`src/rtl/maxpool_pkg.sv`:
```
// Shared types and constants for the 2x2 stride-2 int8 max-pooling stage.
package maxpool_pkg;

    typedef enum logic [1:0] {
        StIdle  = 2'd0,
        StRun   = 2'd1,
        StDrain = 2'd2
    } state_e;

    localparam int unsigned RowBufDepth = 16;
    localparam int unsigned RowBufAw    = $clog2(RowBufDepth);
    localparam int unsigned PixW        = 8;

    localparam logic [5:0] FlLen4  = 6'd4;
    localparam logic [5:0] FlLen8  = 6'd8;
    localparam logic [5:0] FlLen16 = 6'd16;
    localparam logic [5:0] FlLen32 = 6'd32;

    function automatic logic fl_legal(input logic [5:0] fl);
        return (fl == FlLen4) || (fl == FlLen8) || (fl == FlLen16) || (fl == FlLen32);
    endfunction

endpackage

```
`src/rtl/maxpool_if.sv`:
```
// AXI-Stream bundle used for both the feature input and the pooled output.
interface maxpool_axis_if #(
    parameter int unsigned DataW = 32
);
    logic [DataW-1:0]   TDATA;
    logic [DataW/8-1:0] TKEEP;
    logic               TUSER;
    logic               TLAST;
    logic               TVALID;
    logic               TREADY;

    modport master (output TDATA, output TKEEP, output TUSER, output TLAST, output TVALID,
                    input TREADY);
    modport slave  (input TDATA, input TKEEP, input TUSER, input TLAST, input TVALID,
                    output TREADY);
endinterface

```
`src/rtl/maxpool_max2.sv`:
```
// Signed int8 two-input max; negative results clamp to 0 when MAXPOOL_RELU_EN is defined.
module maxpool_max2 (
    input  logic [7:0] i_a,
    input  logic [7:0] i_b,
    output logic [7:0] o_max
);

    logic [7:0] w_max;

    assign w_max = ($signed(i_a) > $signed(i_b)) ? i_a : i_b;

`ifdef MAXPOOL_RELU_EN
    assign o_max = w_max[7] ? 8'd0 : w_max;
`else
    assign o_max = w_max;
`endif

endmodule

```
`src/rtl/maxpool_module.sv`:
```
// 2x2 stride-2 max pooling over channel-major int8 feature maps, 4 pixels per stream word.
// Optional ReLU clamp on the pooled bytes is enabled by defining MAXPOOL_RELU_EN.
module maxpool_module
    import maxpool_pkg::*;
#(
    parameter int unsigned C_S00_AXIS_TDATA_WIDTH = 32
) (
    input  logic                  clk,
    input  logic                  rstn,
    maxpool_axis_if.slave         S_AXIS,
    maxpool_axis_if.master        M_AXIS,
    input  logic                  pool_start,
    output logic                  pool_done,
    input  logic                  pool_done_ack,
    input  logic [8:0]            input_ch,
    input  logic [5:0]            feature_length,
    output logic                  len_err
);

    state_e r_state, w_state_d;

    logic [5:0]  r_fl;
    logic [8:0]  r_nch;
    logic [2:0]  r_col;
    logic [4:0]  r_row;
    logic [7:0]  r_ch;
    logic [7:0]  r_rowbuf [RowBufDepth];
    logic [15:0] r_pack;
    logic        r_pack_half;
    logic [31:0] r_m_data;
    logic        r_m_valid;
    logic        r_m_last;
    logic        r_done;
    logic        r_len_err;

    logic [C_S00_AXIS_TDATA_WIDTH-1:0] w_word;
    logic [7:0]          w_h0, w_h1, w_v0, w_v1;
    logic [RowBufAw-1:0] w_idx0, w_idx1;
    logic w_cfg_ok, w_start_ok, w_start_bad;
    logic w_s_ready, w_accept, w_m_fire, w_load;
    logic w_col_last, w_row_last, w_ch_last, w_in_last;
    logic w_unused_side;

    assign w_word        = S_AXIS.TDATA;
    assign w_unused_side = ^{S_AXIS.TKEEP, S_AXIS.TUSER};

    // A zero or oversized channel count is rejected like an illegal side length.
    assign w_cfg_ok    = fl_legal(feature_length) && (input_ch != 9'd0) && (input_ch <= 9'd256);
    assign w_start_ok  = (r_state == StIdle) && pool_start && w_cfg_ok;
    assign w_start_bad = (r_state == StIdle) && pool_start && !w_cfg_ok;

    assign w_s_ready = (r_state == StRun) && (!r_m_valid || M_AXIS.TREADY);
    assign w_accept  = w_s_ready && S_AXIS.TVALID;
    assign w_m_fire  = r_m_valid && M_AXIS.TREADY;

    assign w_col_last = ({1'b0, r_col} == (r_fl[5:2] - 4'd1));
    assign w_row_last = ({1'b0, r_row} == (r_fl - 6'd1));
    assign w_ch_last  = ({1'b0, r_ch} == (r_nch - 9'd1));
    assign w_in_last  = w_col_last && w_row_last && w_ch_last;

    assign w_idx0 = {r_col, 1'b0};
    assign w_idx1 = {r_col, 1'b1};

    // Odd-row word completing a packed output word.
    assign w_load = w_accept && r_row[0] && r_pack_half;

    maxpool_max2 u_hmax0 (.i_a(w_word[7:0]),       .i_b(w_word[15:8]),  .o_max(w_h0));
    maxpool_max2 u_hmax1 (.i_a(w_word[23:16]),     .i_b(w_word[31:24]), .o_max(w_h1));
    maxpool_max2 u_vmax0 (.i_a(r_rowbuf[w_idx0]),  .i_b(w_h0),          .o_max(w_v0));
    maxpool_max2 u_vmax1 (.i_a(r_rowbuf[w_idx1]),  .i_b(w_h1),          .o_max(w_v1));

    always_comb begin
        w_state_d = r_state;
        unique case (r_state)
            StIdle:  if (w_start_ok) w_state_d = StRun;
            StRun:   if (w_accept && w_in_last) w_state_d = StDrain;
            StDrain: if (w_m_fire && r_m_last) w_state_d = StIdle;
            default: w_state_d = StIdle;
        endcase
    end

    always_ff @(posedge clk or negedge rstn) begin
        if (!rstn) begin
            r_state <= StIdle;
        end else begin
            r_state <= w_state_d;
        end
    end

    always_ff @(posedge clk or negedge rstn) begin
        if (!rstn) begin
            r_fl  <= '0;
            r_nch <= '0;
            r_col <= '0;
            r_row <= '0;
            r_ch  <= '0;
        end else if (w_start_ok) begin
            r_fl  <= feature_length;
            r_nch <= input_ch;
            r_col <= '0;
            r_row <= '0;
            r_ch  <= '0;
        end else if (w_accept) begin
            if (w_col_last) begin
                r_col <= '0;
                if (w_row_last) begin
                    r_row <= '0;
                    r_ch  <= w_ch_last ? 8'd0 : r_ch + 8'd1;
                end else begin
                    r_row <= r_row + 5'd1;
                end
            end else begin
                r_col <= r_col + 3'd1;
            end
        end
    end

    always_ff @(posedge clk or negedge rstn) begin
        if (!rstn) begin
            for (int unsigned i = 0; i < RowBufDepth; i++) begin
                r_rowbuf[i] <= '0;
            end
        end else if (w_accept && !r_row[0]) begin
            r_rowbuf[w_idx0] <= w_h0;
            r_rowbuf[w_idx1] <= w_h1;
        end
    end

    always_ff @(posedge clk or negedge rstn) begin
        if (!rstn) begin
            r_pack      <= '0;
            r_pack_half <= 1'b0;
        end else if (w_start_ok) begin
            r_pack_half <= 1'b0;
        end else if (w_accept && r_row[0]) begin
            if (r_pack_half) begin
                r_pack_half <= 1'b0;
            end else begin
                r_pack      <= {w_v1, w_v0};
                r_pack_half <= 1'b1;
            end
        end
    end

    // Loading is only possible when the output register is empty or firing this cycle.
    always_ff @(posedge clk or negedge rstn) begin
        if (!rstn) begin
            r_m_data  <= '0;
            r_m_valid <= 1'b0;
            r_m_last  <= 1'b0;
        end else if (w_load) begin
            r_m_data  <= {w_v1, w_v0, r_pack};
            r_m_valid <= 1'b1;
            r_m_last  <= w_in_last;
        end else if (w_m_fire) begin
            r_m_valid <= 1'b0;
            r_m_last  <= 1'b0;
        end
    end

    always_ff @(posedge clk or negedge rstn) begin
        if (!rstn) begin
            r_done    <= 1'b0;
            r_len_err <= 1'b0;
        end else begin
            if (pool_done_ack) begin
                r_done <= 1'b0;
            end else if (w_m_fire && r_m_last) begin
                r_done <= 1'b1;
            end

            if (w_start_bad) begin
                r_len_err <= 1'b1;
            end else if (w_start_ok) begin
                r_len_err <= 1'b0;
            end else if (w_accept && (S_AXIS.TLAST != w_in_last)) begin
                r_len_err <= 1'b1;
            end
        end
    end

    assign S_AXIS.TREADY = w_s_ready;
    assign M_AXIS.TDATA  = r_m_data;
    assign M_AXIS.TKEEP  = 4'hF;
    assign M_AXIS.TUSER  = 1'b0;
    assign M_AXIS.TLAST  = r_m_last;
    assign M_AXIS.TVALID = r_m_valid;
    assign pool_done     = r_done;
    assign len_err       = r_len_err;

endmodule

```
`src/flat_wrapper.sv`:
```
// flat-port wrapper written by rule: the top's interface ports become plain ports
module maxpool_module_flat import maxpool_pkg::*;
#(
    parameter int unsigned C_S00_AXIS_TDATA_WIDTH = 32
)
  (clk, rstn, pool_start, pool_done, pool_done_ack, input_ch, feature_length, len_err, S_AXIS_TDATA, S_AXIS_TKEEP, S_AXIS_TUSER, S_AXIS_TLAST, S_AXIS_TVALID, S_AXIS_TREADY, M_AXIS_TDATA, M_AXIS_TKEEP, M_AXIS_TUSER, M_AXIS_TLAST, M_AXIS_TVALID, M_AXIS_TREADY);
  maxpool_axis_if S_AXIS_i ();
  maxpool_axis_if M_AXIS_i ();
  input  logic clk;
  input  logic rstn;
  input  logic pool_start;
  output logic pool_done;
  input  logic pool_done_ack;
  input  logic [8:0] input_ch;
  input  logic [5:0] feature_length;
  output logic len_err;
  input wire logic [$bits(S_AXIS_i.TDATA)-1:0] S_AXIS_TDATA;
  input wire logic [$bits(S_AXIS_i.TKEEP)-1:0] S_AXIS_TKEEP;
  input wire logic [$bits(S_AXIS_i.TUSER)-1:0] S_AXIS_TUSER;
  input wire logic [$bits(S_AXIS_i.TLAST)-1:0] S_AXIS_TLAST;
  input wire logic [$bits(S_AXIS_i.TVALID)-1:0] S_AXIS_TVALID;
  output wire logic [$bits(S_AXIS_i.TREADY)-1:0] S_AXIS_TREADY;
  output wire logic [$bits(M_AXIS_i.TDATA)-1:0] M_AXIS_TDATA;
  output wire logic [$bits(M_AXIS_i.TKEEP)-1:0] M_AXIS_TKEEP;
  output wire logic [$bits(M_AXIS_i.TUSER)-1:0] M_AXIS_TUSER;
  output wire logic [$bits(M_AXIS_i.TLAST)-1:0] M_AXIS_TLAST;
  output wire logic [$bits(M_AXIS_i.TVALID)-1:0] M_AXIS_TVALID;
  input wire logic [$bits(M_AXIS_i.TREADY)-1:0] M_AXIS_TREADY;
  assign S_AXIS_i.TDATA = S_AXIS_TDATA;
  assign S_AXIS_i.TKEEP = S_AXIS_TKEEP;
  assign S_AXIS_i.TUSER = S_AXIS_TUSER;
  assign S_AXIS_i.TLAST = S_AXIS_TLAST;
  assign S_AXIS_i.TVALID = S_AXIS_TVALID;
  assign S_AXIS_TREADY = S_AXIS_i.TREADY;
  assign M_AXIS_TDATA = M_AXIS_i.TDATA;
  assign M_AXIS_TKEEP = M_AXIS_i.TKEEP;
  assign M_AXIS_TUSER = M_AXIS_i.TUSER;
  assign M_AXIS_TLAST = M_AXIS_i.TLAST;
  assign M_AXIS_TVALID = M_AXIS_i.TVALID;
  assign M_AXIS_i.TREADY = M_AXIS_TREADY;
  maxpool_module #(.C_S00_AXIS_TDATA_WIDTH(C_S00_AXIS_TDATA_WIDTH)) u_core (.clk(clk), .rstn(rstn), .S_AXIS(S_AXIS_i), .M_AXIS(M_AXIS_i), .pool_start(pool_start), .pool_done(pool_done), .pool_done_ack(pool_done_ack), .input_ch(input_ch), .feature_length(feature_length), .len_err(len_err));
endmodule
```
`config.mk`:
```
export PLATFORM = sky130hd
export DESIGN_NAME = maxpool_module_flat
export DESIGN_NICKNAME = d
export VERILOG_FILES = /design/src/rtl/maxpool_pkg.sv /design/src/rtl/maxpool_if.sv /design/src/rtl/maxpool_max2.sv /design/src/rtl/maxpool_module.sv /design/src/flat_wrapper.sv
export SDC_FILE = /design/constraint.sdc
export NUM_CORES = 1
export LEC_CHECK = 0
export ABC_CLOCK_PERIOD_IN_PS = 4600
export BUFFER_PORTS_ARGS = -buffer_cell sky130_fd_sc_hd__buf_2
export CORE_MARGIN = 2
export CORE_UTILIZATION = 30
export CTS_CLUSTER_DIAMETER = 100
export DETAILED_ROUTE_END_ITERATION = 10
export GPL_TIMING_DRIVEN = 0
export PLACE_DENSITY = 0.55
export SLEW_MARGIN = 20
export SYNTH_ARGS = -nofsm -noshare
export SYNTH_HDL_FRONTEND = slang
export SYNTH_SLANG_ARGS = --single-unit
```
`constraint.sdc`:
```
create_clock -name clk -period 4.6 [get_ports clk]
set_input_delay 0.92 -clock clk [delete_from_list [all_inputs] [get_ports clk]]
set_output_delay 0.92 -clock clk [all_outputs]
set_load 0.01 [all_outputs]
```
==> results of run 1 <==
## path summary, 6_finish.rpt
check / endpoint / cells past startpoint
worst min-delay path: u_core.r_ch[7] / 1
worst max register to register: u_core.M_AXIS.TDATA[19] / 18
min in group clk: u_core.r_pack[15] / 2
worst min register to register: u_core.r_pack[15] / 2
worst max-delay path: u_core.M_AXIS.TDATA[19] / 22
max in group asynchronous: u_core.M_AXIS.TDATA[16] / 2
## placed cells by master, fill, tap and decap left out, types with 10 or more instances in the layout
master,n
inv_1,48
nor3_1,14
a221oi_1,19
nor2b_1,12
mux2_2,45
nand2_1,89
mux2i_1,18
o21ai_0,93
clkbuf_1,50
a22oi_1,10
dfrtp_1,214
a21oi_1,103
buf_2,90
mux4_2,10
ha_1,33
buf_4,19
clkbuf_16,24
xor2_1,10
nor2_1,133
xnor2_1,19
nand3_1,16
## per-layer routing
metal	share of wire	GRT usage
met1	0.43	0.229
met2	0.47	0.291
met3	0.067	0.0299
met4	0.026	0.0504
met5	0	0
## cell type report
cell class,instances,area [sq um]
Multi-Input combinational cell,759,5110
Buffer,61,272
Tap cell,461,577
Sequential cell,214,5360
Clock buffer,37,699
Clock inverter,4,81.3
Inverter,51,204
Fill cell,3561,22500
Timing Repair Buffer,104,606
## through the flow
| stage | setup WS [ns] | TNS [ns] | utilization | instances | hold slack [ns] |
|---|---|---|---|---|---|
| 3_3_place_gp | -1.20 | -281.82 | 0.335 | 1637 | 0.459 |
| 6_report | 0.185 | 0 | 0.365 | 1691 | 0.259 |
| 5_1_grt | -0.0295 | -0.0568 | 0.365 | 1691 | 0.282 |
| 4_1_cts | 0.0211 | 0 | 0.362 | 1687 | 0.276 |
| 3_5_place_dp | -1.12 | -28.47 | 0.337 | 1639 | 0.466 |
| 2_1_floorplan | -0.0666 | -0.449 | - | 1086 | 0.444 |
## flip-flops by register name (all words and copies together) (netlist names)
signal / count
u_core.r_col: 3
u_core.r_state: 2
u_core.len_err: 1
u_core.M_AXIS.TLAST: 1
u_core.r_row: 5
u_core.r_fl: 6
u_core.pool_done: 1
u_core.r_pack_half: 1
u_core.r_pack: 16
u_core.r_ch: 8
u_core.r_nch: 9
u_core.M_AXIS.TDATA: 32
u_core.M_AXIS.TVALID: 1
u_core.r_rowbuf: 128
## cells by family (layout without fill, tap and decap cells)
family	after synthesis	in the layout	synth area share
adder cells (fa/ha/maj)	36	36	0.0419
multiplexers	90	90	0.103
buffers and inverters	113	257	0.0422
AO/OA/AOI/OAI	286	286	0.158
XOR/XNOR	29	29	0.0237
other	2	5	0.000701
AND/OR/NAND/NOR	313	313	0.131
flip-flops	214	214	0.500
## power by group
group | leakage, nW | switching (mW) | total, mW | internal [mW]
registers | 2.75 | 0.445 | 3.07 | 2.62
logic | 2.79 | 2.21 | 3.85 | 1.65
clock network | 0.380 | 0.767 | 1.92 | 1.15
## worst register-to-register path, cell delays in order, from the launching register on
cell and delay (ns):
dfrtp_1 0.35, clkbuf_2 0.31, clkinv_1 0.40, nor2_1 0.61
a22oi_1 0.20, nor2_1 0.17, a2111oi_2 0.08, inv_1 0.08
ha_1 0.24, nor2b_1 0.14, o21a_1 0.16, o21a_1 0.16
o21a_1 0.16, o21ai_0 0.15, nand2b_1 0.09, a211oi_2 0.26
o22ai_4 0.18, mux2_2 0.37, o21ai_0 0.17
## repair_timing
item,CTS,global route
hold endpoints to repair,0,0
gates resized for setup,23,11
pin swaps,2,2
endpoints found under the setup margin,32,26
buffers inserted,7,5
==> impl_metrics.prom, run 1 <==
# TYPE chip_impl_metric gauge
chip_impl_metric{name="placeableCoreArea",unit="sq mm"} 0.0354
chip_impl_metric{name="placed_cell_area",unit="sq mm"} 0.0119
chip_impl_info{name="worstPathCellList",value="buf_2 > inv_1 > ha_1 > nor2b_1 > o21a_1 > o21a_1 > o21a_1 > o21a_1 > o21ai_2 > a21oi_4 > mux2i_4 > ha_1 > nor2b_1 > o21a_1 > o21a_1 > o21a_1 > o21ai_0 > nand2b_1 > a211oi_2 > o22ai_4 > mux2_2 > o21ai_0"} 1
chip_impl_info{name="yosysMostFrequentCell",value="dfrtp_1"} 1
chip_impl_metric{name="placement.io_buffers",unit=""} 90
chip_impl_metric{name="pin_count_of_the_biggest_net_entering_global_routing",unit=""} 95
chip_impl_metric{name="reg2reg_slack",unit="ns"} 0.25
chip_impl_metric{name="n_antenna_cell",unit=""} 0
chip_impl_metric{name="arrival_time_at_the_worst_endpoint",unit="ns"} 4.86
chip_impl_metric{name="fp-row-count",unit=""} 69
chip_impl_info{name="critical_path.endpoint_type",value="flop"} 1
chip_impl_metric{name="achievable-frequency",unit="MHz"} 226
chip_impl_metric{name="power.density_cell_area",unit="mW/mm^2"} 685
chip_impl_metric{name="grt_antenna_before_repair",unit=""} 0
chip_impl_metric{name="setup_viol_count_final",unit=""} 0
chip_impl_metric{name="ctsHtreeMaxLevel",unit=""} 1
chip_impl_metric{name="synth_enable_flop_cells",unit=""} 0
chip_impl_metric{name="crit_buf_inv",unit=""} 2
chip_impl_metric{name="ios",unit=""} 101
chip_impl_info{name="worstSetupPathType",value="input port to flop"} 1
chip_impl_info{name="synth_area_leader_cell",value="dfrtp_1"} 1
chip_impl_info{name="synth_top_cells_by_area",value="dfrtp_1, mux2_2, a21oi_1, nor2_1, o21ai_0"} 1
chip_impl_info{name="status",value="completed"} 1
chip_impl_metric{name="path_clk_slew",unit="ns"} 0.06
chip_impl_metric{name="layout-drive-gt1-share",unit=""} 0.202
chip_impl_metric{name="grt_first_pass_wirelength",unit="microns"} 49700
chip_impl_metric{name="proportion_of_synthesized_chip_area_in_sequential_cells",unit=""} 0.500
chip_impl_info{name="netlist_top_cells_count",value="dfrtp_1, nor2_1, a21oi_1, o21ai_0, nand2_1"} 1
chip_impl_metric{name="critPathMaxFanout",unit=""} 8
chip_impl_metric{name="finish.net_count",unit=""} 1309
chip_impl_metric{name="transition_at_the_pin_with_the_smallest_max_transition_slack",unit="ns"} 1.20
chip_impl_metric{name="route.vias.total",unit=""} 8643
chip_impl_metric{name="slew_violations",unit=""} 0
chip_impl_metric{name="netlist_area",unit="sq mm"} 0.0107
chip_impl_metric{name="min_period_over_period",unit=""} 0.960
chip_impl_metric{name="timing.max_slew.rel_slack",unit=""} 0.195
chip_impl_metric{name="holdBufCountCts",unit=""} 0
chip_impl_metric{name="report.final.hold_viol_count",unit=""} 0
chip_impl_metric{name="clock-sinks",unit=""} 214
chip_impl_metric{name="grt_pass1_vias",unit=""} 8611
chip_impl_metric{name="layout-area-overhead-vs-synth",unit="%"} 20.5
chip_impl_info{name="timing.hold.worst.class",value="input port to async pin"} 1
chip_impl_metric{name="drt-pass1-iter-count",unit=""} 5
chip_impl_metric{name="yosysTopAreaCellShare",unit=""} 0.500
chip_impl_metric{name="fin_worst_skew",unit="ns"} 0.0141
chip_impl_metric{name="route.detailed.drc",unit=""} 0
chip_impl_metric{name="dieArea",unit="sq mm"} 0.0372
chip_impl_metric{name="drt-initial-drc-count",unit=""} 638
chip_impl_metric{name="synthCells",unit=""} 1083
chip_impl_metric{name="clock_latency",unit="ns"} 0.52
chip_impl_info{name="clock_tree_from_tritoncts",value="yes"} 1
chip_impl_info{name="critical-path-top-cell-by-count",value="o21a_1"} 1
chip_impl_metric{name="cp.required",unit="ns"} 5.04
chip_impl_metric{name="floorplan.die.width",unit="microns"} 193
chip_impl_info{name="launching_element_type_of_the_critical_path",value="input port"} 1
chip_impl_metric{name="die_height",unit="microns"} 193
chip_impl_info{name="timing.critical_path.slowest_stage_cell",value="mux2_2"} 1
chip_impl_metric{name="clock_path_buffers",unit=""} 3
chip_impl_info{name="critical_path.top_delay_family",value="compound AO/OA/AOI/OAI gates"} 1
chip_impl_metric{name="globalRouteOverflowTotal",unit=""} 0
chip_impl_metric{name="period_minus_slack",unit="ns"} 4.42
chip_impl_metric{name="gp_congestion",unit=""} 0.824
chip_impl_metric{name="vias_per_cell",unit=""} 5.11
chip_impl_metric{name="yosysUniqueCellTypes",unit=""} 60
chip_impl_metric{name="initial_utilization",unit=""} 0.303
chip_impl_metric{name="yosys_warnings",unit=""} 0
chip_impl_metric{name="syn_avg_cell_area",unit="sq um"} 9.89
chip_impl_metric{name="grtUsageTotal",unit=""} 0.173
chip_impl_metric{name="cts_inserted_buffers",unit=""} 24
chip_impl_metric{name="synthArstFlopShare",unit=""} 1.00
chip_impl_metric{name="max-vdd-ir-drop",unit="uV"} 347
chip_impl_info{name="source_of_the_worst_register_to_register_timing_path",value="u_core.r_col[1]"} 1
chip_impl_metric{name="ys_ff_latch",unit=""} 214
chip_impl_metric{name="design_power_total",unit="mW"} 8.84
chip_impl_info{name="clockRootBuffer",value="clkbuf_16"} 1
chip_impl_info{name="postSynth.topFlopCell",value="dfrtp_1"} 1
chip_impl_metric{name="fin_area",unit="sq mm"} 0.0129
chip_impl_metric{name="power.static_leakage",unit="nW"} 5.92
chip_impl_info{name="rsz_0062_raised_after_global_routing",value="true"} 1
chip_impl_metric{name="drt.antenna.violating_nets",unit=""} 0
chip_impl_metric{name="crit_path_max_incr_delay",unit="ns"} 0.37
chip_impl_metric{name="max_cap_violations",unit=""} 0
chip_impl_metric{name="wl_per_cell",unit="microns"} 19.1
chip_impl_metric{name="totalWireLength",unit="microns"} 32300
chip_impl_info{name="crit_start",value="S_AXIS_TDATA[9]"} 1
chip_impl_metric{name="hpwlAfterDp",unit="microns"} 22500
Note: power is estimated with default switching activity, not from simulation.
==> run 2, diff against run 1 <==
ABC_AREA = 1   (was not set)
CAP_MARGIN = 20   (was not set)
==> run 2 against run 1 <==
Final area shrank 1.6%. Register-to-register slack lost 0.03 ns. Critical path depth shrank 5. Fmax grew 0.81%. Sequential power shrank 4%. Wire length shrank 6.1%. Synthesized cell count grew 16%. Via count grew 5.3%. Largest cell class unchanged.
==> impl_metrics.prom, run 2 <==
# TYPE chip_impl_metric gauge
chip_impl_metric{name="grt_antenna_before_repair",unit=""} 0
chip_impl_info{name="worstSetupPathType",value="flop to flop"} 1
chip_impl_info{name="critical_path.top_delay_family",value="compound AO/OA/AOI/OAI gates"} 1
chip_impl_metric{name="cts_inserted_buffers",unit=""} 25
chip_impl_metric{name="fin_worst_skew",unit="ns"} 0.0173
chip_impl_metric{name="synthCells",unit=""} 1258
chip_impl_metric{name="placed_cell_area",unit="sq mm"} 0.0118
chip_impl_info{name="yosysMostFrequentCell",value="nand2_1"} 1
chip_impl_metric{name="floorplan.die.width",unit="microns"} 192
chip_impl_metric{name="pin_count_of_the_biggest_net_entering_global_routing",unit=""} 88
chip_impl_metric{name="wl_per_cell",unit="microns"} 16.3
chip_impl_metric{name="fin_tns_setup",unit="ns"} 0
chip_impl_metric{name="drt-pass1-iter-count",unit=""} 5
chip_impl_metric{name="period_minus_slack",unit="ns"} 4.38
chip_impl_metric{name="syn_avg_cell_area",unit="sq um"} 8.47
chip_impl_metric{name="critPathMaxFanout",unit=""} 10
chip_impl_metric{name="hpwlAfterDp",unit="microns"} 22100
chip_impl_metric{name="finish.cell_count_without_fillers",unit=""} 1860
chip_impl_metric{name="cp.required",unit="ns"} 5.01
chip_impl_metric{name="transition_at_the_pin_with_the_smallest_max_transition_slack",unit="ns"} 1.10
chip_impl_metric{name="ys_ff_latch",unit=""} 214
chip_impl_metric{name="layout-area-overhead-vs-synth",unit="%"} 19.2
chip_impl_metric{name="pre_cts_setup_slack",unit="ns"} -0.462
chip_impl_info{name="netlist_top_cells_count",value="nand2_1, dfrtp_1, o21ai_0, inv_1, nor2_1"} 1
chip_impl_metric{name="netlist_area",unit="sq mm"} 0.0107
chip_impl_metric{name="report.final.hold_viol_count",unit=""} 0
chip_impl_metric{name="crit_buf_inv",unit=""} 5
chip_impl_metric{name="largest_register_ffs",unit=""} 128
chip_impl_metric{name="timing.max_slew.rel_slack",unit=""} 0.263
chip_impl_info{name="registers.top_by_ff_count",value="u_core.r_rowbuf"} 1
chip_impl_metric{name="path_clk_slew",unit="ns"} 0.06
chip_impl_metric{name="globalRouteOverflowTotal",unit=""} 0
chip_impl_info{name="critical_path.endpoint_type",value="flop"} 1
chip_impl_metric{name="layout-drive-gt1-share",unit=""} 0.154
chip_impl_metric{name="grtUsageTotal",unit=""} 0.166
chip_impl_metric{name="yosys_warnings",unit=""} 0
chip_impl_metric{name="min_period_over_period",unit=""} 0.952
chip_impl_metric{name="placeableCoreArea",unit="sq mm"} 0.0352
chip_impl_metric{name="n_antenna_cell",unit=""} 0
chip_impl_metric{name="drt-initial-drc-count",unit=""} 622
chip_impl_metric{name="max-vdd-ir-drop",unit="uV"} 268
chip_impl_metric{name="synth_enable_flop_cells",unit=""} 0
chip_impl_metric{name="die_height",unit="microns"} 192
chip_impl_info{name="layout_commonest_cell",value="nand2_1"} 1
chip_impl_metric{name="grt_pass1_vias",unit=""} 8718
chip_impl_metric{name="grt_first_pass_wirelength",unit="microns"} 48300
chip_impl_info{name="postSynth.topFlopCell",value="dfrtp_1"} 1
chip_impl_metric{name="route.vias.total",unit=""} 9101
chip_impl_metric{name="ctsHtreeMaxLevel",unit=""} 1
chip_impl_metric{name="slew_violations",unit=""} 0
chip_impl_info{name="launching_element_type_of_the_critical_path",value="flop"} 1
chip_impl_info{name="timing.hold.worst.class",value="input port to async pin"} 1
chip_impl_metric{name="arrival_time_at_the_worst_endpoint",unit="ns"} 4.79
chip_impl_metric{name="drt.antenna.violating_nets",unit=""} 0
chip_impl_info{name="synth_top_cells_by_area",value="dfrtp_1, nand2_1, o21ai_0, ha_1, inv_1"} 1
chip_impl_metric{name="clock_latency",unit="ns"} 0.54
chip_impl_info{name="clockRootBuffer",value="clkbuf_16"} 1
chip_impl_metric{name="route.detailed.drc",unit=""} 0
chip_impl_info{name="synth_area_leader_cell",value="dfrtp_1"} 1
chip_impl_metric{name="setup_viol_count_final",unit=""} 0
chip_impl_metric{name="achievable-frequency",unit="MHz"} 228
chip_impl_metric{name="fin_area",unit="sq mm"} 0.0127
chip_impl_metric{name="post-place-cells",unit=""} 1815
chip_impl_metric{name="worst_hold_slack",unit="ns"} 0.324
chip_impl_metric{name="synthArstFlopShare",unit=""} 1.00
chip_impl_metric{name="postLayoutSetupSlackWorst",unit="ns"} 0.220
chip_impl_metric{name="gp_congestion",unit=""} 0.820
chip_impl_metric{name="vias_per_cell",unit=""} 4.89
chip_impl_metric{name="yosysTopAreaCellShare",unit=""} 0.503
chip_impl_info{name="timing.critical_path.slowest_stage_cell",value="dfrtp_1"} 1
chip_impl_metric{name="clock_path_buffers",unit=""} 3
chip_impl_info{name="worstPathCellList",value="buf_4 > nand3_1 > inv_1 > clkbuf_1 > a22o_1 > a221oi_1 > nand4_1 > ha_1 > inv_1 > o21bai_1 > a221oi_1 > o21ai_0 > a211oi_1 > o22ai_2 > clkbuf_2 > a21oi_2 > o21ai_0"} 1
chip_impl_metric{name="fp-row-count",unit=""} 69
chip_impl_info{name="mostFrequentLayoutCells",value="nand2_1, dfrtp_1, o21ai_0"} 1
chip_impl_metric{name="initial_utilization",unit=""} 0.302
chip_impl_metric{name="proportion_of_synthesized_chip_area_in_sequential_cells",unit=""} 0.503
chip_impl_metric{name="ios",unit=""} 101
chip_impl_info{name="clock_tree_from_tritoncts",value="yes"} 1
chip_impl_metric{name="placement.io_buffers",unit=""} 90
chip_impl_info{name="status",value="completed"} 1
chip_impl_metric{name="crit_path_max_incr_delay",unit="ns"} 0.44
chip_impl_metric{name="dieArea",unit="sq mm"} 0.0370
chip_impl_metric{name="totalWireLength",unit="microns"} 30300
chip_impl_metric{name="power.density_cell_area",unit="mW/mm^2"} 626
chip_impl_metric{name="max_cap_violations",unit=""} 0
chip_impl_metric{name="yosysUniqueCellTypes",unit=""} 48
chip_impl_metric{name="finish.net_count",unit=""} 1476
chip_impl_metric{name="power.static_leakage",unit="nW"} 6.21
chip_impl_metric{name="clock-sinks",unit=""} 214
run 2: through the flow:
step,util,total power [mW]
after floorplan,-,4.84
after global placement,0.332,5.75
after detailed placement,0.334,5.83
after CTS,0.358,7.93
after global routing,0.360,8.57
final,0.360,7.95
run 2: cells by family after synthesis:
logic type,synth area share
AND/OR/NAND/NOR,0.227
AO/OA/AOI/OAI,0.156
flip-flops,0.503
buffers and inverters,0.0597
adder cells (fa/ha/maj),0.0411
XOR/XNOR,0.0132
other,0.000705
run 2: worst paths after layout:
check                           slack [ns]  depth (start not counted)                 endpoint                     from
worst min register to register        0.47                          2  u_core.M_AXIS.TDATA[15]  u_core.M_AXIS.TDATA[15]
worst max register to register        0.22                         17  u_core.M_AXIS.TDATA[17]          u_core.r_col[0]
worst max-delay path                  0.22                         17  u_core.M_AXIS.TDATA[17]          u_core.r_col[0]
min in group clk                      0.47                          2  u_core.M_AXIS.TDATA[15]  u_core.M_AXIS.TDATA[15]
max in group asynchronous             3.07                          3      u_core.r_rowbuf[69]                     rstn
worst min-delay path                  0.32                          1          u_core.r_nch[1]                     rstn
run 2: repair_timing:
item                                    4_1_cts  5_1_grt
endpoints found under the setup margin        0       16
buffers inserted                              0        0
hold buffers                                  0        0
gates resized for setup                       0       18
hold endpoints to repair                      0        0
run 2: worst register-to-register path: stages (launching register included):
cell,delay [ns]
dfrtp_1,0.44
buf_4,0.20
nand3_1,0.22
inv_1,0.12
clkbuf_1,0.32
a22o_1,0.31
a221oi_1,0.42
nand4_1,0.30
ha_1,0.38
inv_1,0.06
o21bai_1,0.06
a221oi_1,0.22
o21ai_0,0.12
a211oi_1,0.29
o22ai_2,0.18
clkbuf_2,0.25
a21oi_2,0.27
o21ai_0,0.11
run 2: layout make-up:
type | instances | area (sq um)
Multi-Input combinational cell | 888 | 4740
Tap cell | 461 | 577
Fill cell | 3745 | 22500
Sequential cell | 214 | 5360
Clock inverter | 7 | 128
Buffer | 54 | 243
Clock buffer | 37 | 731
Inverter | 105 | 394
Timing Repair Buffer | 94 | 531
run 2: metal layers:
metal,up-vias,routed length [microns],GRT usage
li1,4454,-,-
met1,4381,14500,0.241
met2,235,13700,0.262
met3,31,1780,0.0235
met4,0,429,0.0326
met5,-,0,0
run 2: power by group:
| group | switching [mW] | internal, mW | leakage, nW |
|---|---|---|---|
| logic | 1.92 | 1.02 | 3.05 |
| clock network | 0.798 | 1.27 | 0.418 |
| registers | 0.395 | 2.55 | 2.75 |
| total | 3.12 | 4.83 | 6.21 |
